`src/rtl/uart_rx_if.sv`:
```
// uart_rx_if: bundles the serial line and the received-byte outputs of uart_rx.
// Ports: rx (serial line, idle high), data_out[7:0], data_valid, frame_error, busy.
// master = line/consumer side (drives rx), slave = receiver side (drives results).
interface uart_rx_if;
    logic       rx;
    logic [7:0] data_out;
    logic       data_valid;
    logic       frame_error;
    logic       busy;

    modport master (
        output rx,
        input  data_out,
        input  data_valid,
        input  frame_error,
        input  busy
    );

    modport slave (
        input  rx,
        output data_out,
        output data_valid,
        output frame_error,
        output busy
    );
endinterface

```
`src/rtl/uart_rx.sv`:
```
// uart_rx: 8N1 serial receiver with mid-bit sampling, glitch rejection and break hold-off.
// Latency: byte delivered 2 + H + 9*N cycles after the start edge reaches the first sync flop.
// Ports: clk, reset (sync, active-high), bus (uart_rx_if.slave: rx in; data_out/data_valid/frame_error/busy out).
module uart_rx #(
    parameter int CLKS_PER_BIT = 650
) (
    input  logic      clk,
    input  logic      reset,
    uart_rx_if.slave  bus
);
    localparam int CNT_W = $clog2(CLKS_PER_BIT);
    localparam int HALF  = CLKS_PER_BIT / 2;
    localparam logic [CNT_W-1:0] CNT_HALF_M1 = CNT_W'(HALF - 1);
    localparam logic [CNT_W-1:0] CNT_FULL_M1 = CNT_W'(CLKS_PER_BIT - 1);

    typedef enum logic [2:0] {
        S_IDLE,
        S_START,
        S_DATA,
        S_STOP,
        S_BREAK
    } state_t;

    state_t           state_q, state_d;
    logic             rx_meta_q, rx_s_q;
    logic [CNT_W-1:0] cnt_q, cnt_d;
    logic [2:0]       idx_q, idx_d;
    logic [7:0]       shift_q, shift_d;
    logic [7:0]       data_out_q, data_out_d;
    logic             data_valid_q, data_valid_d;
    logic             frame_error_q, frame_error_d;

    // State register, synchroniser and registered outputs
    always_ff @(posedge clk) begin
        if (reset) begin
            rx_meta_q     <= 1'b1;
            rx_s_q        <= 1'b1;
            state_q       <= S_IDLE;
            cnt_q         <= '0;
            idx_q         <= '0;
            shift_q       <= '0;
            data_out_q    <= '0;
            data_valid_q  <= 1'b0;
            frame_error_q <= 1'b0;
        end else begin
            rx_meta_q     <= bus.rx;
            rx_s_q        <= rx_meta_q;
            state_q       <= state_d;
            cnt_q         <= cnt_d;
            idx_q         <= idx_d;
            shift_q       <= shift_d;
            data_out_q    <= data_out_d;
            data_valid_q  <= data_valid_d;
            frame_error_q <= frame_error_d;
        end
    end

    // Next-state logic
    always_comb begin
        state_d = state_q;
        cnt_d   = cnt_q;
        idx_d   = idx_q;
        shift_d = shift_q;
        unique case (state_q)
            S_IDLE: begin
                cnt_d = '0;
                idx_d = '0;
                if (!rx_s_q) state_d = S_START;
            end
            S_START: begin
                if (cnt_q == CNT_HALF_M1) begin
                    cnt_d = '0;
                    idx_d = '0;
                    // Line back high at mid start bit: treat as a glitch
                    state_d = rx_s_q ? S_IDLE : S_DATA;
                end else begin
                    cnt_d = cnt_q + CNT_W'(1);
                end
            end
            S_DATA: begin
                if (cnt_q == CNT_FULL_M1) begin
                    cnt_d          = '0;
                    shift_d[idx_q] = rx_s_q;
                    idx_d          = idx_q + 3'd1;
                    if (idx_q == 3'd7) state_d = S_STOP;
                end else begin
                    cnt_d = cnt_q + CNT_W'(1);
                end
            end
            S_STOP: begin
                if (cnt_q == CNT_FULL_M1) begin
                    cnt_d = '0;
                    // Returning at mid stop bit leaves half a bit to catch the next start edge
                    state_d = rx_s_q ? S_IDLE : S_BREAK;
                end else begin
                    cnt_d = cnt_q + CNT_W'(1);
                end
            end
            S_BREAK: begin
                // Hold off until the line releases so a held-low line is not read as 0x00 frames
                cnt_d = '0;
                if (rx_s_q) state_d = S_IDLE;
            end
            default: begin
                state_d = S_IDLE;
                cnt_d   = '0;
                idx_d   = '0;
            end
        endcase
    end

    // Output logic: next values of the registered outputs
    always_comb begin
        data_out_d    = data_out_q;
        data_valid_d  = 1'b0;
        frame_error_d = 1'b0;
        if (state_q == S_STOP && cnt_q == CNT_FULL_M1) begin
            if (rx_s_q) begin
                data_valid_d = 1'b1;
                data_out_d   = shift_q;
            end else begin
                frame_error_d = 1'b1;
            end
        end
    end

    assign bus.data_out    = data_out_q;
    assign bus.data_valid  = data_valid_q;
    assign bus.frame_error = frame_error_q;
    assign bus.busy        = (state_q != S_IDLE);
endmodule

```
`src/flat_wrapper.sv`:
```
// flat-port wrapper written by rule: the top's interface ports become plain ports
module uart_rx_flat 
#(
    parameter int CLKS_PER_BIT = 650
)
  (clk, reset, bus_rx, bus_data_out, bus_data_valid, bus_frame_error, bus_busy);
  uart_rx_if bus_i ();
  input  logic clk;
  input  logic reset;
  input wire logic [$bits(bus_i.rx)-1:0] bus_rx;
  output wire logic [$bits(bus_i.data_out)-1:0] bus_data_out;
  output wire logic [$bits(bus_i.data_valid)-1:0] bus_data_valid;
  output wire logic [$bits(bus_i.frame_error)-1:0] bus_frame_error;
  output wire logic [$bits(bus_i.busy)-1:0] bus_busy;
  assign bus_i.rx = bus_rx;
  assign bus_data_out = bus_i.data_out;
  assign bus_data_valid = bus_i.data_valid;
  assign bus_frame_error = bus_i.frame_error;
  assign bus_busy = bus_i.busy;
  uart_rx #(.CLKS_PER_BIT(CLKS_PER_BIT)) u_core (.clk(clk), .reset(reset), .bus(bus_i));
endmodule
```
`config.mk`:
```
export PLATFORM = sky130hd
export DESIGN_NAME = uart_rx_flat
export DESIGN_NICKNAME = d
export VERILOG_FILES = /design/src/rtl/uart_rx_if.sv /design/src/rtl/uart_rx.sv /design/src/flat_wrapper.sv
export SDC_FILE = /design/constraint.sdc
export NUM_CORES = 1
export LEC_CHECK = 0
export CAP_MARGIN = 20
export CORE_ASPECT_RATIO = 1.25
export CORE_MARGIN = 5
export CORE_UTILIZATION = 49
export CTS_CLUSTER_DIAMETER = 40
export DETAILED_ROUTE_END_ITERATION = 16
export DONT_BUFFER_PORTS = 1
export PLACE_DENSITY_LB_ADDON = 0.25
export SYNTH_ARGS = -nofsm -noshare
export SYNTH_HDL_FRONTEND = slang
export SYNTH_SLANG_ARGS = --single-unit
```
`constraint.sdc`:
```
create_clock -name clk -period 2.17 [get_ports clk]
set_input_delay 0.651 -clock clk [delete_from_list [all_inputs] [get_ports clk]]
set_output_delay 0.651 -clock clk [all_outputs]
set_load 0.1 [all_outputs]
```
==> results of run 1 <==
==> cell families after synthesis <==
| group | Yosys count | synth area share [%] |
|---|---|---|
| compound gates | 30 | 11.4 |
| xor+xnor | 8 | 3.89 |
| fa+ha+maj | 5 | 3.47 |
| buf+inv | 18 | 6.32 |
| flops | 36 | 40.0 |
| mux | 10 | 5.56 |
| simple gates | 80 | 29.4 |
==> worst max path at each step <==
stage / from / to / slack (ps) / depth (start not counted)
global route: u_core.state_q[2]$_SDFFE_PP0P_ / bus_busy / 100 / 3
global placement: u_core.idx_q[1]$_SDFFE_PP0P_ / u_core.state_q[1]$_SDFFE_PP0P_ / 380 / 5
floorplan: u_core.state_q[0]$_SDFFE_PP0P_ / bus_busy / 300 / 3
finish: u_core.state_q[2]$_SDFFE_PP0P_ / bus_busy / 210 / 3
detailed placement: u_core.cnt_q[0]$_SDFF_PP0_ / u_core.state_q[1]$_SDFFE_PP0P_ / 360 / 5
CTS: u_core.state_q[0]$_SDFFE_PP0P_ / bus_busy / 80 / 3
==> power breakdown <==
part / switching, W / internal [W]
clock network: 0.000213 / 0.000282
logic: 0.0000129 / 0.00000625
registers: 0.00000572 / 0.000664
==> cells in the mapped netlist (all sizes together) <==
cell / number
nor2: 14
nand4: 12
and3b: 1
a32o: 1
o41ai: 1
nand3: 11
o211ai: 3
ha: 5
or4: 1
nor2b: 2
and4bb: 1
a21o: 1
nor3: 9
inv: 5
nand2: 5
clkbuf: 9
and3: 3
o31ai: 2
nand3b: 1
dfxtp: 36
nor4: 2
a32oi: 1
a211o: 1
and4b: 3
nor4bb: 2
or2: 2
a2111oi: 1
nand2b: 2
buf: 4
xnor2: 1
xor2: 7
and2b: 1
o21ai: 6
nor3b: 2
a21oi: 12
and4: 6
mux2i: 10
a311oi: 1
==> state kept, by name, summed over array words and instances, names as in the netlist <==
name / flops
u_core.bus.frame_error: 1
u_core.rx_s_q: 1
u_core.idx_q: 3
u_core.bus.data_out: 8
u_core.shift_q: 8
u_core.state_q: 3
u_core.bus.data_valid: 1
u_core.cnt_q: 10
u_core.rx_meta_q: 1
==> stage by stage <==
stage                     total power (W)  instances
after floorplan                  0.000709        187
after global placement           0.000703        224
after detailed placement         0.000703        224
after CTS                         0.00120        231
after global routing              0.00124        231
final                             0.00118        231
==> final cells by class <==
| class | count | area [um^2] | share of cell area [%] |
|---|---|---|---|
| tap | 39 | 48.8 | 2.52 |
| timing repair buffer | 11 | 82.6 | 4.27 |
| multi-input combinational | 133 | 967 | 50.0 |
| clock buffer | 7 | 96.3 | 4.98 |
| inverter | 5 | 18.8 | 0.970 |
| sequential | 36 | 722 | 37.3 |
==> timing repair <==
item                                    in CTS  in global routing
endpoints found under the hold margin        0                  0
resized for setup                            0                  1
endpoints found under the setup margin       0                  1
==> metal layers <==
| metal | vias to the layer above | global-route usage, % |
|---|---|---|
| li1 | 701 | - |
| met1 | 636 | 17.7 |
| met2 | 35 | 23.5 |
| met3 | 8 | 5.06 |
| met4 | 0 | 5.50 |
| met5 | - | 0 |
==> critical path, cell delays in order, from the launching register on <==
cell and delay [ps]:
sky130_fd_sc_hd__dfxtp_1 510, sky130_fd_sc_hd__nor2_1 150, sky130_fd_sc_hd__nand2_1 90, sky130_fd_sc_hd__buf_4 280
==> flow_summary.html, run 1 <==
<table>
<tr><th>Metric</th><th>Value</th></tr>
<tr><th colspan="2">Status</th></tr>
<tr><td>Run status</td><td>completed</td></tr>
<tr><th colspan="2">Final layout</th></tr>
<tr><td>Leading cell types in the layout, fill and taps excluded</td><td>sky130_fd_sc_hd__dfxtp_1, sky130_fd_sc_hd__nor2_1, sky130_fd_sc_hd__a21oi_1, sky130_fd_sc_hd__nand4_1, sky130_fd_sc_hd__buf_4</td></tr>
<tr><td>Most common library cell in the layout ignoring fill and taps</td><td>sky130_fd_sc_hd__dfxtp_1</td></tr>
<tr><td>Non-Filler Cell Area, Final</td><td>0.00194 mm^2</td></tr>
<tr><td>Share of post-route cells with drive strength above 1</td><td>18.2%</td></tr>
<tr><td>Utilization after layout</td><td>55.1%</td></tr>
<tr><td>Net count, final</td><td>200</td></tr>
<tr><td>Filler instances</td><td>325</td></tr>
<tr><td>ANT cells</td><td>0</td></tr>
<tr><td>Post-synthesis to final-layout area growth</td><td>7.43%</td></tr>
<tr><th colspan="2">Critical path</th></tr>
<tr><td>Data arrival time of the critical path</td><td>1310 ps</td></tr>
<tr><td>Crit Path Category</td><td>flip-flop to primary output</td></tr>
<tr><td>FF-to-FF Start</td><td>u_core.cnt_q[0]$_SDFF_PP0_</td></tr>
<tr><td>CP Max Fanout</td><td>11</td></tr>
<tr><td>Crit path capture type</td><td>primary output</td></tr>
<tr><td>Required time at the endpoint of the critical path</td><td>1520 ps</td></tr>
<tr><td>CP Launch Type</td><td>flip-flop</td></tr>
<tr><td>Logic depth of the worst register-to-register path</td><td>5</td></tr>
<tr><td>End of the worst register-to-register path</td><td>u_core.state_q[1]$_SDFFE_PP0P_</td></tr>
<tr><td>Register-to-register setup slack</td><td>350 ps</td></tr>
<tr><th colspan="2">Worst hold path</th></tr>
<tr><td>Hold path startpoint</td><td>u_core.rx_meta_q$_SDFF_PP1_</td></tr>
<tr><td>Sink of the worst hold path</td><td>u_core.rx_s_q$_SDFF_PP1_</td></tr>
<tr><td>Hold crit path type</td><td>flip-flop to flip-flop</td></tr>
<tr><td>Depth of the worst hold-timing path</td><td>1</td></tr>
<tr><th colspan="2">CTS</th></tr>
<tr><td>Clock transition at the register clock pins on the worst setup and hold paths after CTS</td><td>60 ps</td></tr>
<tr><td>TritonCTS clock tree</td><td>done</td></tr>
<tr><td>Deepest level of the CTS H-tree</td><td>2</td></tr>
<tr><td>Max clock buf depth</td><td>2</td></tr>
<tr><td>Sinks on the clock net</td><td>36</td></tr>
<tr><td>Hold bufs inserted after CTS</td><td>0</td></tr>
<tr><td>Number of buffers created by CTS</td><td>5</td></tr>
<tr><td>Latest clock arrival within the worst-skew pair</td><td>280 ps</td></tr>
<tr><td>Number of buffers inserted by post-CTS setup repair</td><td>0</td></tr>
<tr><td>Root buf cell</td><td>sky130_fd_sc_hd__clkbuf_8</td></tr>
<tr><th colspan="2">Timing</th></tr>
<tr><td>RSZ-0062 raised after global routing</td><td>false</td></tr>
<tr><td>Slew at the pin closest to its max-slew limit</td><td>517 ps</td></tr>
<tr><td>Setup TNS</td><td>0 ps</td></tr>
<tr><td>Top achievable clock speed</td><td>0.511 GHz</td></tr>
<tr><td>Final Setup Violations</td><td>0</td></tr>
<tr><td>Clock Skews</td><td>4.61 ps</td></tr>
<tr><td>Minimum period implied by the final worst setup slack</td><td>1960 ps</td></tr>
<tr><td>Max Slew Vio Count</td><td>0</td></tr>
<tr><td>Post-Route Hold Slack</td><td>413 ps</td></tr>
<tr><td>Normalized max-slew margin</td><td>65.5%</td></tr>
<tr><td>Post-route setup slack</td><td>213 ps</td></tr>
<tr><td>Final Hold Viols</td><td>0</td></tr>
<tr><td>Final Cycle Share</td><td>90.2%</td></tr>
<tr><th colspan="2">Die</th></tr>
<tr><td>Die height</td><td>77.8 um</td></tr>
<tr><td>Number of ports placed on the die boundary</td><td>14</td></tr>
<tr><td>Placeable core region</td><td>0.00351 mm^2</td></tr>
<tr><td>Row count</td><td>24</td></tr>
<tr><td>Horizontal die dimension</td><td>64.2 um</td></tr>
<tr><td>Die Area</td><td>0.00500 mm^2</td></tr>
<tr><td>Effective utilization at floorplan</td><td>51.3%</td></tr>
<tr><th colspan="2">Pwr</th></tr>
<tr><td>Reported leakage power</td><td>0.789 nW</td></tr>
<tr><td>Worst voltage drop across the vdd grid</td><td>0.000471 V</td></tr>
<tr><td>Power density over the cells</td><td>612 mW/mm^2</td></tr>
<tr><th colspan="2">Synth</th></tr>
<tr><td>Post-Synthesis Cell Area</td><td>0.00180 mm^2</td></tr>
<tr><td>Number of flip-flops and latches in the synthesized netlist</td><td>36</td></tr>
<tr><td>Total number of yosys warnings</td><td>0</td></tr>
<tr><td>Post-synthesis instance total</td><td>187</td></tr>
<tr><td>Average footprint of a synthesized cell</td><td>9.63 um^2</td></tr>
<tr><td>Number of distinct library cells after synthesis</td><td>46</td></tr>
<tr><td>Fraction of post-synthesis cell area in the top cell type by area</td><td>40.0%</td></tr>
<tr><td>Yosys top cell by area</td><td>sky130_fd_sc_hd__dfxtp_1</td></tr>
<tr><td>Largest cells by area after synthesis</td><td>sky130_fd_sc_hd__dfxtp_1, sky130_fd_sc_hd__mux2i_1, sky130_fd_sc_hd__nand4_1</td></tr>
<tr><td>Post-synthesis sequential area ratio</td><td>40.0%</td></tr>
<tr><td>Net count of the mapped netlist</td><td>195</td></tr>
<tr><th colspan="2">Routing</th></tr>
<tr><td>Total via count after detailed routing</td><td>1380</td></tr>
<tr><td>Number of search-and-repair iterations in the first detailed-routing pass</td><td>4</td></tr>
<tr><td>Mean routed wirelength per cell</td><td>14.7 um</td></tr>
<tr><td>Met1 Routed Length</td><td>1510 um</td></tr>
<tr><td>Routed wire length on met2</td><td>1660 um</td></tr>
<tr><td>1st-iter DRT viols</td><td>46</td></tr>
<tr><td>Met3 wirelength from detailed routing</td><td>171 um</td></tr>
<tr><td>Number of remaining DRC errors</td><td>0</td></tr>
<tr><td>Post-DRT Antenna Nets</td><td>0</td></tr>
<tr><td>Highest metal used</td><td>met4</td></tr>
<tr><td>Total wirelength of the detailed-routed design</td><td>3400 um</td></tr>
<tr><td>Via-per-instance ratio</td><td>5.97</td></tr>
<tr><th colspan="2">Placement</th></tr>
<tr><td>Post-place instance area</td><td>0.00184 mm^2</td></tr>
<tr><td>Final GP Congestion</td><td>0.843</td></tr>
<tr><td># port buffers</td><td>0</td></tr>
<tr><td>Minimum setup slack after placement</td><td>358 ps</td></tr>
<tr><td>Final HPWL DP</td><td>2430 um</td></tr>
<tr><th colspan="2">GRT</th></tr>
<tr><td>Total congestion overflow after global routing</td><td>0</td></tr>
<tr><td>Vias in the first global route</td><td>1332</td></tr>
<tr><td>Wire length of the first global-routing pass</td><td>5940 um</td></tr>
<tr><td>Pin count of the biggest net entering global routing</td><td>35</td></tr>
<tr><td>Global routing usage summed across all routing layers</td><td>14.6%</td></tr>
<tr><td>Number of antenna violations at the first check in global routing</td><td>0</td></tr>
<tr><th colspan="2">Run</th></tr>
<tr><td>Maximum capacitance violations</td><td>0</td></tr>
</table>
Note: power is estimated with default switching activity, not from simulation.
==> inputs of run 2 (changes only) <==
--- a/config.mk
+++ b/config.mk
@@ -6,9 +6,9 @@
 export NUM_CORES = 1
 export LEC_CHECK = 0
 export CAP_MARGIN = 20
-export CORE_ASPECT_RATIO = 1.25
+export CORE_ASPECT_RATIO = 2
 export CORE_MARGIN = 5
-export CORE_UTILIZATION = 49
+export CORE_UTILIZATION = 32
 export CTS_CLUSTER_DIAMETER = 40
 export DETAILED_ROUTE_END_ITERATION = 16
 export DONT_BUFFER_PORTS = 1
==> flow_summary.html, run 2 (synthesis results as in run 1) <==
<table>
<tr><th>Metric</th><th>Value</th></tr>
<tr><th colspan="2">Final layout</th></tr>
<tr><td>Net count, final</td><td>204 (+2.0%)</td></tr>
<tr><td>Leading cell types in the layout, fill and taps excluded</td><td>sky130_fd_sc_hd__dfxtp_1, sky130_fd_sc_hd__buf_4, sky130_fd_sc_hd__nor2_1, sky130_fd_sc_hd__a21oi_1, sky130_fd_sc_hd__nand4_1</td></tr>
<tr><td>Non-Filler Cell Area, Final</td><td>0.00200 mm^2 (+3.4%)</td></tr>
<tr><td>Total area of multi-input combinational cells</td><td>967 um^2 (unchanged)</td></tr>
<tr><td>Post-synthesis to final-layout area growth</td><td>11.1%</td></tr>
<tr><td>Biggest register</td><td>u_core.cnt_q</td></tr>
<tr><td>Flip-flop count of the largest register, all copies and words added</td><td>10 (unchanged)</td></tr>
<tr><td>ANT cells</td><td>0 (unchanged)</td></tr>
<tr><td>Utilization after layout</td><td>36.6% (-18 points)</td></tr>
<tr><td>Most common library cell in the layout ignoring fill and taps</td><td>sky130_fd_sc_hd__dfxtp_1</td></tr>
<tr><td>Share of post-route cells with drive strength above 1</td><td>19.3% (+1.1 points)</td></tr>
<tr><td>Filler instances</td><td>556 (+71%)</td></tr>
<tr><td>Sequential cell area in the final layout</td><td>721 um^2 (-0.17%)</td></tr>
<tr><th colspan="2">Worst hold path</th></tr>
<tr><td>Sink of the worst hold path</td><td>u_core.rx_s_q$_SDFF_PP1_</td></tr>
<tr><td>Hold crit path type</td><td>flip-flop to flip-flop</td></tr>
<tr><td>Hold path startpoint</td><td>u_core.rx_meta_q$_SDFF_PP1_</td></tr>
<tr><td>Depth of the worst hold-timing path</td><td>1 (unchanged)</td></tr>
<tr><th colspan="2">Timing</th></tr>
<tr><td>Normalized max-slew margin</td><td>69.3% (+3.7 points)</td></tr>
<tr><td>Final Setup Violations</td><td>0 (unchanged)</td></tr>
<tr><td>RSZ-0062 raised after global routing</td><td>false</td></tr>
<tr><td>Clock Skews</td><td>2.75 ps (-1.86 ps)</td></tr>
<tr><td>Minimum period implied by the final worst setup slack</td><td>2020 ps (+59.5 ps)</td></tr>
<tr><td>Post-Route Hold Slack</td><td>410 ps (-2.89 ps)</td></tr>
<tr><td>Max Slew Vio Count</td><td>0 (unchanged)</td></tr>
<tr><td>Setup TNS</td><td>0 ps (unchanged)</td></tr>
<tr><td>Final Cycle Share</td><td>92.9% (+2.7 points)</td></tr>
<tr><td>Slew at the pin closest to its max-slew limit</td><td>458 ps (-59.2 ps)</td></tr>
<tr><td>Top achievable clock speed</td><td>0.496 GHz (-3.0%)</td></tr>
<tr><td>Final Hold Viols</td><td>0 (unchanged)</td></tr>
<tr><th colspan="2">CTS</th></tr>
<tr><td>Clock transition at the register clock pins on the worst setup and hold paths after CTS</td><td>70 ps (about the same)</td></tr>
<tr><td>Max clock buf depth</td><td>2 (unchanged)</td></tr>
<tr><td>Deepest level of the CTS H-tree</td><td>2 (unchanged)</td></tr>
<tr><td>Hold bufs inserted after CTS</td><td>0 (unchanged)</td></tr>
<tr><td>Number of buffers created by CTS</td><td>5 (unchanged)</td></tr>
<tr><td>Latest clock arrival within the worst-skew pair</td><td>290 ps (about the same)</td></tr>
<tr><td>Number of buffers inserted by post-CTS setup repair</td><td>0 (unchanged)</td></tr>
<tr><td>Post-cts resize count</td><td>0 (unchanged)</td></tr>
<tr><td>TritonCTS clock tree</td><td>done</td></tr>
<tr><td>Sinks on the clock net</td><td>36 (unchanged)</td></tr>
<tr><td>Root buf cell</td><td>sky130_fd_sc_hd__clkbuf_8</td></tr>
<tr><th colspan="2">Routing</th></tr>
<tr><td>Post-DRT Antenna Nets</td><td>0 (unchanged)</td></tr>
<tr><td>Total via count after detailed routing</td><td>1400 (+1.4%)</td></tr>
<tr><td>1st-iter DRT viols</td><td>23 (-50%)</td></tr>
<tr><td>Mean routed wirelength per cell</td><td>15.0 um (+1.6%)</td></tr>
<tr><td>Number of search-and-repair iterations in the first detailed-routing pass</td><td>4 (unchanged)</td></tr>
<tr><td>Number of remaining DRC errors</td><td>0 (unchanged)</td></tr>
<tr><td>Total wirelength of the detailed-routed design</td><td>3840 um (+13%)</td></tr>
<tr><td>Via-per-instance ratio</td><td>5.45 (-8.8%)</td></tr>
<tr><th colspan="2">Die</th></tr>
<tr><td>Die height</td><td>116 um (+49%)</td></tr>
<tr><td>Placeable core region</td><td>0.00547 mm^2 (+56%)</td></tr>
<tr><td>Row count</td><td>38 (+58%)</td></tr>
<tr><td>Horizontal die dimension</td><td>63.1 um (-1.8%)</td></tr>
<tr><td>Die Area</td><td>0.00732 mm^2 (+47%)</td></tr>
<tr><td>Effective utilization at floorplan</td><td>33.0% (-18 points)</td></tr>
<tr><td>Number of ports placed on the die boundary</td><td>14 (unchanged)</td></tr>
<tr><th colspan="2">Pwr</th></tr>
<tr><td>Reported leakage power</td><td>0.812 nW (+3.0%)</td></tr>
<tr><td>Power after layout</td><td>0.00128 W (+8.0%)</td></tr>
<tr><td>Power density over the cells</td><td>639 mW/mm^2 (+4.4%)</td></tr>
<tr><td>Worst voltage drop across the vdd grid</td><td>0.000356 V (-24%)</td></tr>
<tr><th colspan="2">GRT</th></tr>
<tr><td>Number of antenna violations at the first check in global routing</td><td>0 (unchanged)</td></tr>
<tr><td>Wire length of the first global-routing pass</td><td>6650 um (+12%)</td></tr>
<tr><td>Total congestion overflow after global routing</td><td>0 (unchanged)</td></tr>
<tr><td>Global routing usage summed across all routing layers</td><td>11.5% (-3.1 points)</td></tr>
<tr><td>Pin count of the biggest net entering global routing</td><td>35 (unchanged)</td></tr>
<tr><td>Vias in the first global route</td><td>1465 (+10%)</td></tr>
<tr><th colspan="2">Critical path</th></tr>
<tr><td>CP Launch Point</td><td>u_core.state_q[2]$_SDFFE_PP0P_</td></tr>
<tr><td>FF-to-FF Start</td><td>u_core.state_q[1]$_SDFFE_PP0P_</td></tr>
<tr><td>Slowest stage cell on the critical path</td><td>sky130_fd_sc_hd__dfxtp_1</td></tr>
<tr><td>Required time at the endpoint of the critical path</td><td>1520 ps (about the same)</td></tr>
<tr><td>Number of buffer and inverter stages on the critical path</td><td>1 (unchanged)</td></tr>
<tr><td>Register-to-register setup slack</td><td>450 ps (+100 ps)</td></tr>
<tr><td>Logic depth of the worst register-to-register path</td><td>4 (-1)</td></tr>
<tr><td>Data arrival time of the critical path</td><td>1370 ps (+60 ps)</td></tr>
<tr><td>Crit Path Category</td><td>flip-flop to primary output</td></tr>
<tr><td>CP Launch Type</td><td>flip-flop</td></tr>
<tr><td>Top delay family on crit path</td><td>flip-flops</td></tr>
<tr><td>CP Max Fanout</td><td>11 (unchanged)</td></tr>
<tr><td>Crit path capture type</td><td>primary output</td></tr>
<tr><td>End of the worst register-to-register path</td><td>u_core.shift_q[0]$_SDFFE_PP0P_</td></tr>
<tr><td>Cell chain of the critical path</td><td>nor2_1 -&gt; nand2_1 -&gt; buf_4</td></tr>
<tr><td>Largest stage delay, worst path</td><td>540 ps (+30 ps)</td></tr>
<tr><th colspan="2">Run</th></tr>
<tr><td>Maximum capacitance violations</td><td>0 (unchanged)</td></tr>
<tr><th colspan="2">Placement</th></tr>
<tr><td>Final GP Congestion</td><td>0.820 (-2.8%)</td></tr>
<tr><td>Post-place instance area</td><td>0.00189 mm^2 (+3.1%)</td></tr>
<tr><td>Final HPWL DP</td><td>2900 um (+19%)</td></tr>
<tr><td># port buffers</td><td>0 (unchanged)</td></tr>
<tr><th colspan="2">Status</th></tr>
<tr><td>Run status</td><td>completed</td></tr>
</table>
[run 2: metrics by stage]
stage / setup WS (ps) / cells
final: 153 / 257
after global routing: 95.5 / 257
after CTS: 148 / 257
after detailed placement: 453 / 249
after global placement: 371 / 249
after floorplan: 297 / 187
[run 2: power by group]
group | total, W | internal [W] | switching (W) | leakage, nW
clock | 0.000587 | 0.000341 | 0.000246 | 0.0552
sequential | 0.000666 | 0.000663 | 0.00000267 | 0.290
combinational | 0.0000265 | 0.00000898 | 0.0000175 | 0.467
total | 0.00128 | 0.00101 | 0.000266 | 0.812
[run 2: final cells by class]
class,instances,area share (%)
Tap cell,60,3.75
Multi-Input combinational cell,133,48.3
Clock buffer,6,3.62
Inverter,5,0.938
Clock inverter,2,1.75
Sequential cell,36,36.0
Timing Repair Buffer,15,5.63
[run 2: layer usage]
| layer | up-vias | track usage, % | share of wire [%] |
|---|---|---|---|
| li1 | 711 | - | - |
| met1 | 662 | 9.83 | 37 |
| met2 | 18 | 22.5 | 57 |
| met3 | 9 | 2.31 | 2.5 |
| met4 | 0 | 8.50 | 3.6 |
| met5 | - | 0 | 0 |
[run 2: worst max-delay path by stage]
| stage | end | cells past startpoint |
|---|---|---|
| detailed placement | u_core.idx_q[0]$_SDFFE_PP0P_ | 6 |
| global placement | u_core.state_q[1]$_SDFFE_PP0P_ | 5 |
| CTS | bus_busy | 3 |
| finish | bus_busy | 3 |
| floorplan | bus_busy | 3 |
| global route | bus_busy | 3 |
==> inputs of run 3 (changes only) <==
--- a/config.mk
+++ b/config.mk
@@ -12,7 +12,7 @@
 export CTS_CLUSTER_DIAMETER = 40
 export DETAILED_ROUTE_END_ITERATION = 16
 export DONT_BUFFER_PORTS = 1
-export PLACE_DENSITY_LB_ADDON = 0.25
+export PLACE_DENSITY_LB_ADDON = 0.15
 export SYNTH_ARGS = -nofsm -noshare
 export SYNTH_HDL_FRONTEND = slang
 export SYNTH_SLANG_ARGS = --single-unit
==> flow_summary.html, run 3 (synthesis results as in run 1) <==
<table>
<tr><th>Metric</th><th>Value</th></tr>
<tr><th colspan="2">Final layout</th></tr>
<tr><td>ANT cells</td><td>0 (unchanged)</td></tr>
<tr><td>Most common library cell in the layout ignoring fill and taps</td><td>sky130_fd_sc_hd__dfxtp_1</td></tr>
<tr><td>Filler instances</td><td>559 (+0.54%)</td></tr>
<tr><td>Net count, final</td><td>202 (-0.98%)</td></tr>
<tr><td>Non-Filler Cell Area, Final</td><td>0.00201 mm^2 (+0.25%)</td></tr>
<tr><td>Leading cell types in the layout, fill and taps excluded</td><td>sky130_fd_sc_hd__dfxtp_1, sky130_fd_sc_hd__nor2_1, sky130_fd_sc_hd__buf_4, sky130_fd_sc_hd__a21oi_1, sky130_fd_sc_hd__nand4_1</td></tr>
<tr><td>Biggest register</td><td>u_core.cnt_q</td></tr>
<tr><td>Post-synthesis to final-layout area growth</td><td>11.4%</td></tr>
<tr><td>Flip-flop count of the largest register, all copies and words added</td><td>10 (unchanged)</td></tr>
<tr><td>Share of post-route cells with drive strength above 1</td><td>19.5% (+0.20 points)</td></tr>
<tr><th colspan="2">Timing</th></tr>
<tr><td>Max Slew Vio Count</td><td>0 (unchanged)</td></tr>
<tr><td>RSZ-0062 raised after global routing</td><td>false</td></tr>
<tr><td>Setup TNS</td><td>0 ps (unchanged)</td></tr>
<tr><td>Top achievable clock speed</td><td>0.500 GHz (+0.82%)</td></tr>
<tr><td>Clock Skews</td><td>6.28 ps (+3.53 ps)</td></tr>
<tr><td>Final Setup Violations</td><td>0 (unchanged)</td></tr>
<tr><td>Final Cycle Share</td><td>92.2% (-0.75 points)</td></tr>
<tr><td>Minimum period implied by the final worst setup slack</td><td>2000 ps (-16.3 ps)</td></tr>
<tr><td>Final Hold Viols</td><td>0 (unchanged)</td></tr>
<tr><td>Normalized max-slew margin</td><td>63.9% (-5.4 points)</td></tr>
<tr><td>Slew at the pin closest to its max-slew limit</td><td>542 ps (+84.2 ps)</td></tr>
<tr><th colspan="2">CTS</th></tr>
<tr><td>Deepest level of the CTS H-tree</td><td>2 (unchanged)</td></tr>
<tr><td>Sinks on the clock net</td><td>36 (unchanged)</td></tr>
<tr><td>Latest clock arrival within the worst-skew pair</td><td>280 ps (about the same)</td></tr>
<tr><td>Max clock buf depth</td><td>2 (unchanged)</td></tr>
<tr><td>TritonCTS clock tree</td><td>done</td></tr>
<tr><td>Number of buffers created by CTS</td><td>5 (unchanged)</td></tr>
<tr><td>Clock transition at the register clock pins on the worst setup and hold paths after CTS</td><td>70 ps (about the same)</td></tr>
<tr><td>Root buf cell</td><td>sky130_fd_sc_hd__clkbuf_8</td></tr>
<tr><td>Hold bufs inserted after CTS</td><td>0 (unchanged)</td></tr>
<tr><td>Number of buffers inserted by post-CTS setup repair</td><td>0 (unchanged)</td></tr>
<tr><th colspan="2">GRT</th></tr>
<tr><td>Number of antenna violations at the first check in global routing</td><td>0 (unchanged)</td></tr>
<tr><td>Wire length of the first global-routing pass</td><td>6640 um (-0.11%)</td></tr>
<tr><td>Pin count of the biggest net entering global routing</td><td>35 (unchanged)</td></tr>
<tr><td>Vias in the first global route</td><td>1407 (-4.0%)</td></tr>
<tr><td>Global routing usage summed across all routing layers</td><td>11.7% (+0.21 points)</td></tr>
<tr><td>Total congestion overflow after global routing</td><td>0 (unchanged)</td></tr>
<tr><th colspan="2">Die</th></tr>
<tr><td>Number of ports placed on the die boundary</td><td>14 (unchanged)</td></tr>
<tr><td>Die height</td><td>116 um (unchanged)</td></tr>
<tr><td>Horizontal die dimension</td><td>63.1 um (unchanged)</td></tr>
<tr><td>Die Area</td><td>0.00732 mm^2 (unchanged)</td></tr>
<tr><td>Placeable core region</td><td>0.00547 mm^2 (unchanged)</td></tr>
<tr><td>Row count</td><td>38 (unchanged)</td></tr>
<tr><td>Effective utilization at floorplan</td><td>33.0% (unchanged)</td></tr>
<tr><th colspan="2">Routing</th></tr>
<tr><td>Mean routed wirelength per cell</td><td>15.7 um (+4.6%)</td></tr>
<tr><td>Number of search-and-repair iterations in the first detailed-routing pass</td><td>4 (unchanged)</td></tr>
<tr><td>Number of remaining DRC errors</td><td>0 (unchanged)</td></tr>
<tr><td>Via-per-instance ratio</td><td>5.64 (+3.4%)</td></tr>
<tr><td>Total via count after detailed routing</td><td>1437 (+2.6%)</td></tr>
<tr><td>Total wirelength of the detailed-routed design</td><td>3990 um (+3.8%)</td></tr>
<tr><td>Post-DRT Antenna Nets</td><td>0 (unchanged)</td></tr>
<tr><td>1st-iter DRT viols</td><td>52 (+130%)</td></tr>
<tr><th colspan="2">Critical path</th></tr>
<tr><td>Crit Path Category</td><td>flip-flop to primary output</td></tr>
<tr><td>CP Max Fanout</td><td>11 (unchanged)</td></tr>
<tr><td>Crit path capture type</td><td>primary output</td></tr>
<tr><td>CP Launch Point</td><td>u_core.state_q[2]$_SDFFE_PP0P_</td></tr>
<tr><td>FF-to-FF Start</td><td>u_core.idx_q[1]$_SDFFE_PP0P_</td></tr>
<tr><td>Data arrival time of the critical path</td><td>1350 ps (-20 ps)</td></tr>
<tr><td>CP Launch Type</td><td>flip-flop</td></tr>
<tr><td>Required time at the endpoint of the critical path</td><td>1520 ps (about the same)</td></tr>
<tr><th colspan="2">Pwr</th></tr>
<tr><td>Worst voltage drop across the vdd grid</td><td>0.000656 V (+84%)</td></tr>
<tr><td>Power after layout</td><td>0.00133 W (+3.8%)</td></tr>
<tr><td>Reported leakage power</td><td>0.813 nW (about the same)</td></tr>
<tr><td>Power density over the cells</td><td>662 mW/mm^2 (+3.6%)</td></tr>
<tr><th colspan="2">Status</th></tr>
<tr><td>Run status</td><td>completed</td></tr>
<tr><th colspan="2">Worst hold path</th></tr>
<tr><td>Hold path startpoint</td><td>u_core.rx_meta_q$_SDFF_PP1_</td></tr>
<tr><td>Hold crit path type</td><td>flip-flop to flip-flop</td></tr>
<tr><th colspan="2">Placement</th></tr>
<tr><td>Post-place instance area</td><td>0.00188 mm^2 (-0.79%)</td></tr>
<tr><td>Final HPWL DP</td><td>3030 um (+4.4%)</td></tr>
<tr><td># port buffers</td><td>0 (unchanged)</td></tr>
<tr><td>Final GP Congestion</td><td>0.802 (-2.1%)</td></tr>
<tr><th colspan="2">Run</th></tr>
<tr><td>Maximum capacitance violations</td><td>0 (unchanged)</td></tr>
</table>
-- run 3: cell types whose count changed in the layout (fill, tap and decap cells not counted) --
cell                       change
sky130_fd_sc_hd__clkbuf_8      +2
sky130_fd_sc_hd__clkinv_2      -1
sky130_fd_sc_hd__clkbuf_1      -1
sky130_fd_sc_hd__dfxtp_2       +1
sky130_fd_sc_hd__dfxtp_1       -1
sky130_fd_sc_hd__buf_4         -2
-- run 3: per-stage QoR --
| stage | worst slack, ps | cells | hold slack [ps] | utilization (%) |
|---|---|---|---|---|
| finish | 169 | 255 | 409 | 36.7 |
| global route | 114 | 255 | 407 | 36.7 |
| CTS | 32.8 | 255 | 409 | 36.7 |
| detailed placement | 332 | 247 | 392 | 34.4 |
| global placement | 345 | 247 | 399 | 34.4 |
| floorplan | 297 | 187 | 389 | - |
-- run 3: timing repair --
item	CTS	global route
endpoints found under the hold margin	0	0
endpoints found under the setup margin	0	1
resized for setup	0	1
-- run 3: critical path: stages (launching register included) --
cell                      delay, ps
sky130_fd_sc_hd__dfxtp_1        530
sky130_fd_sc_hd__nor2_1         150
sky130_fd_sc_hd__nand2_1        110
sky130_fd_sc_hd__buf_4          290
-- run 3: layout make-up --
class | instances | area, um^2 | area share, %
inverter | 5 | 18.8 | 0.935
multi-input combinational | 133 | 967 | 48.2
clock buffer | 7 | 96.3 | 4.80
clock inverter | 1 | 30.0 | 1.50
timing repair buffer | 13 | 97.6 | 4.86
tap | 60 | 75.1 | 3.74
sequential | 36 | 722 | 36.0
-- run 3: power breakdown --
| group | switching [W] | internal [W] | total, W | leakage [nW] |
|---|---|---|---|---|
| clock network | 0.000232 | 0.000405 | 0.000638 | 0.0645 |
| logic | 0.0000166 | 0.00000756 | 0.0000242 | 0.457 |
| registers | 0.00000279 | 0.000663 | 0.000666 | 0.291 |
| total | 0.000252 | 0.00108 | 0.00133 | 0.813 |
-- run 3: worst paths after layout --
check | slack (ps) | to | cells after the start
worst max register to register | 330 | u_core.state_q[1]$_SDFFE_PP0P_ | 5
worst max-delay path | 170 | bus_busy | 3
worst min register to register | 410 | u_core.rx_s_q$_SDFF_PP1_ | 1
worst min-delay path | 410 | u_core.rx_s_q$_SDFF_PP1_ | 1
-- run 3: per-layer routing --
metal  part of all wire (%)  vias to the layer above  global-route usage [%]
li1                       -                      706                       -
met1                     36                      678                    10.3
met2                     56                       37                    22.3
met3                    3.6                       16                    2.98
met4                    4.3                        0                    8.07
met5                      0                        -                       0
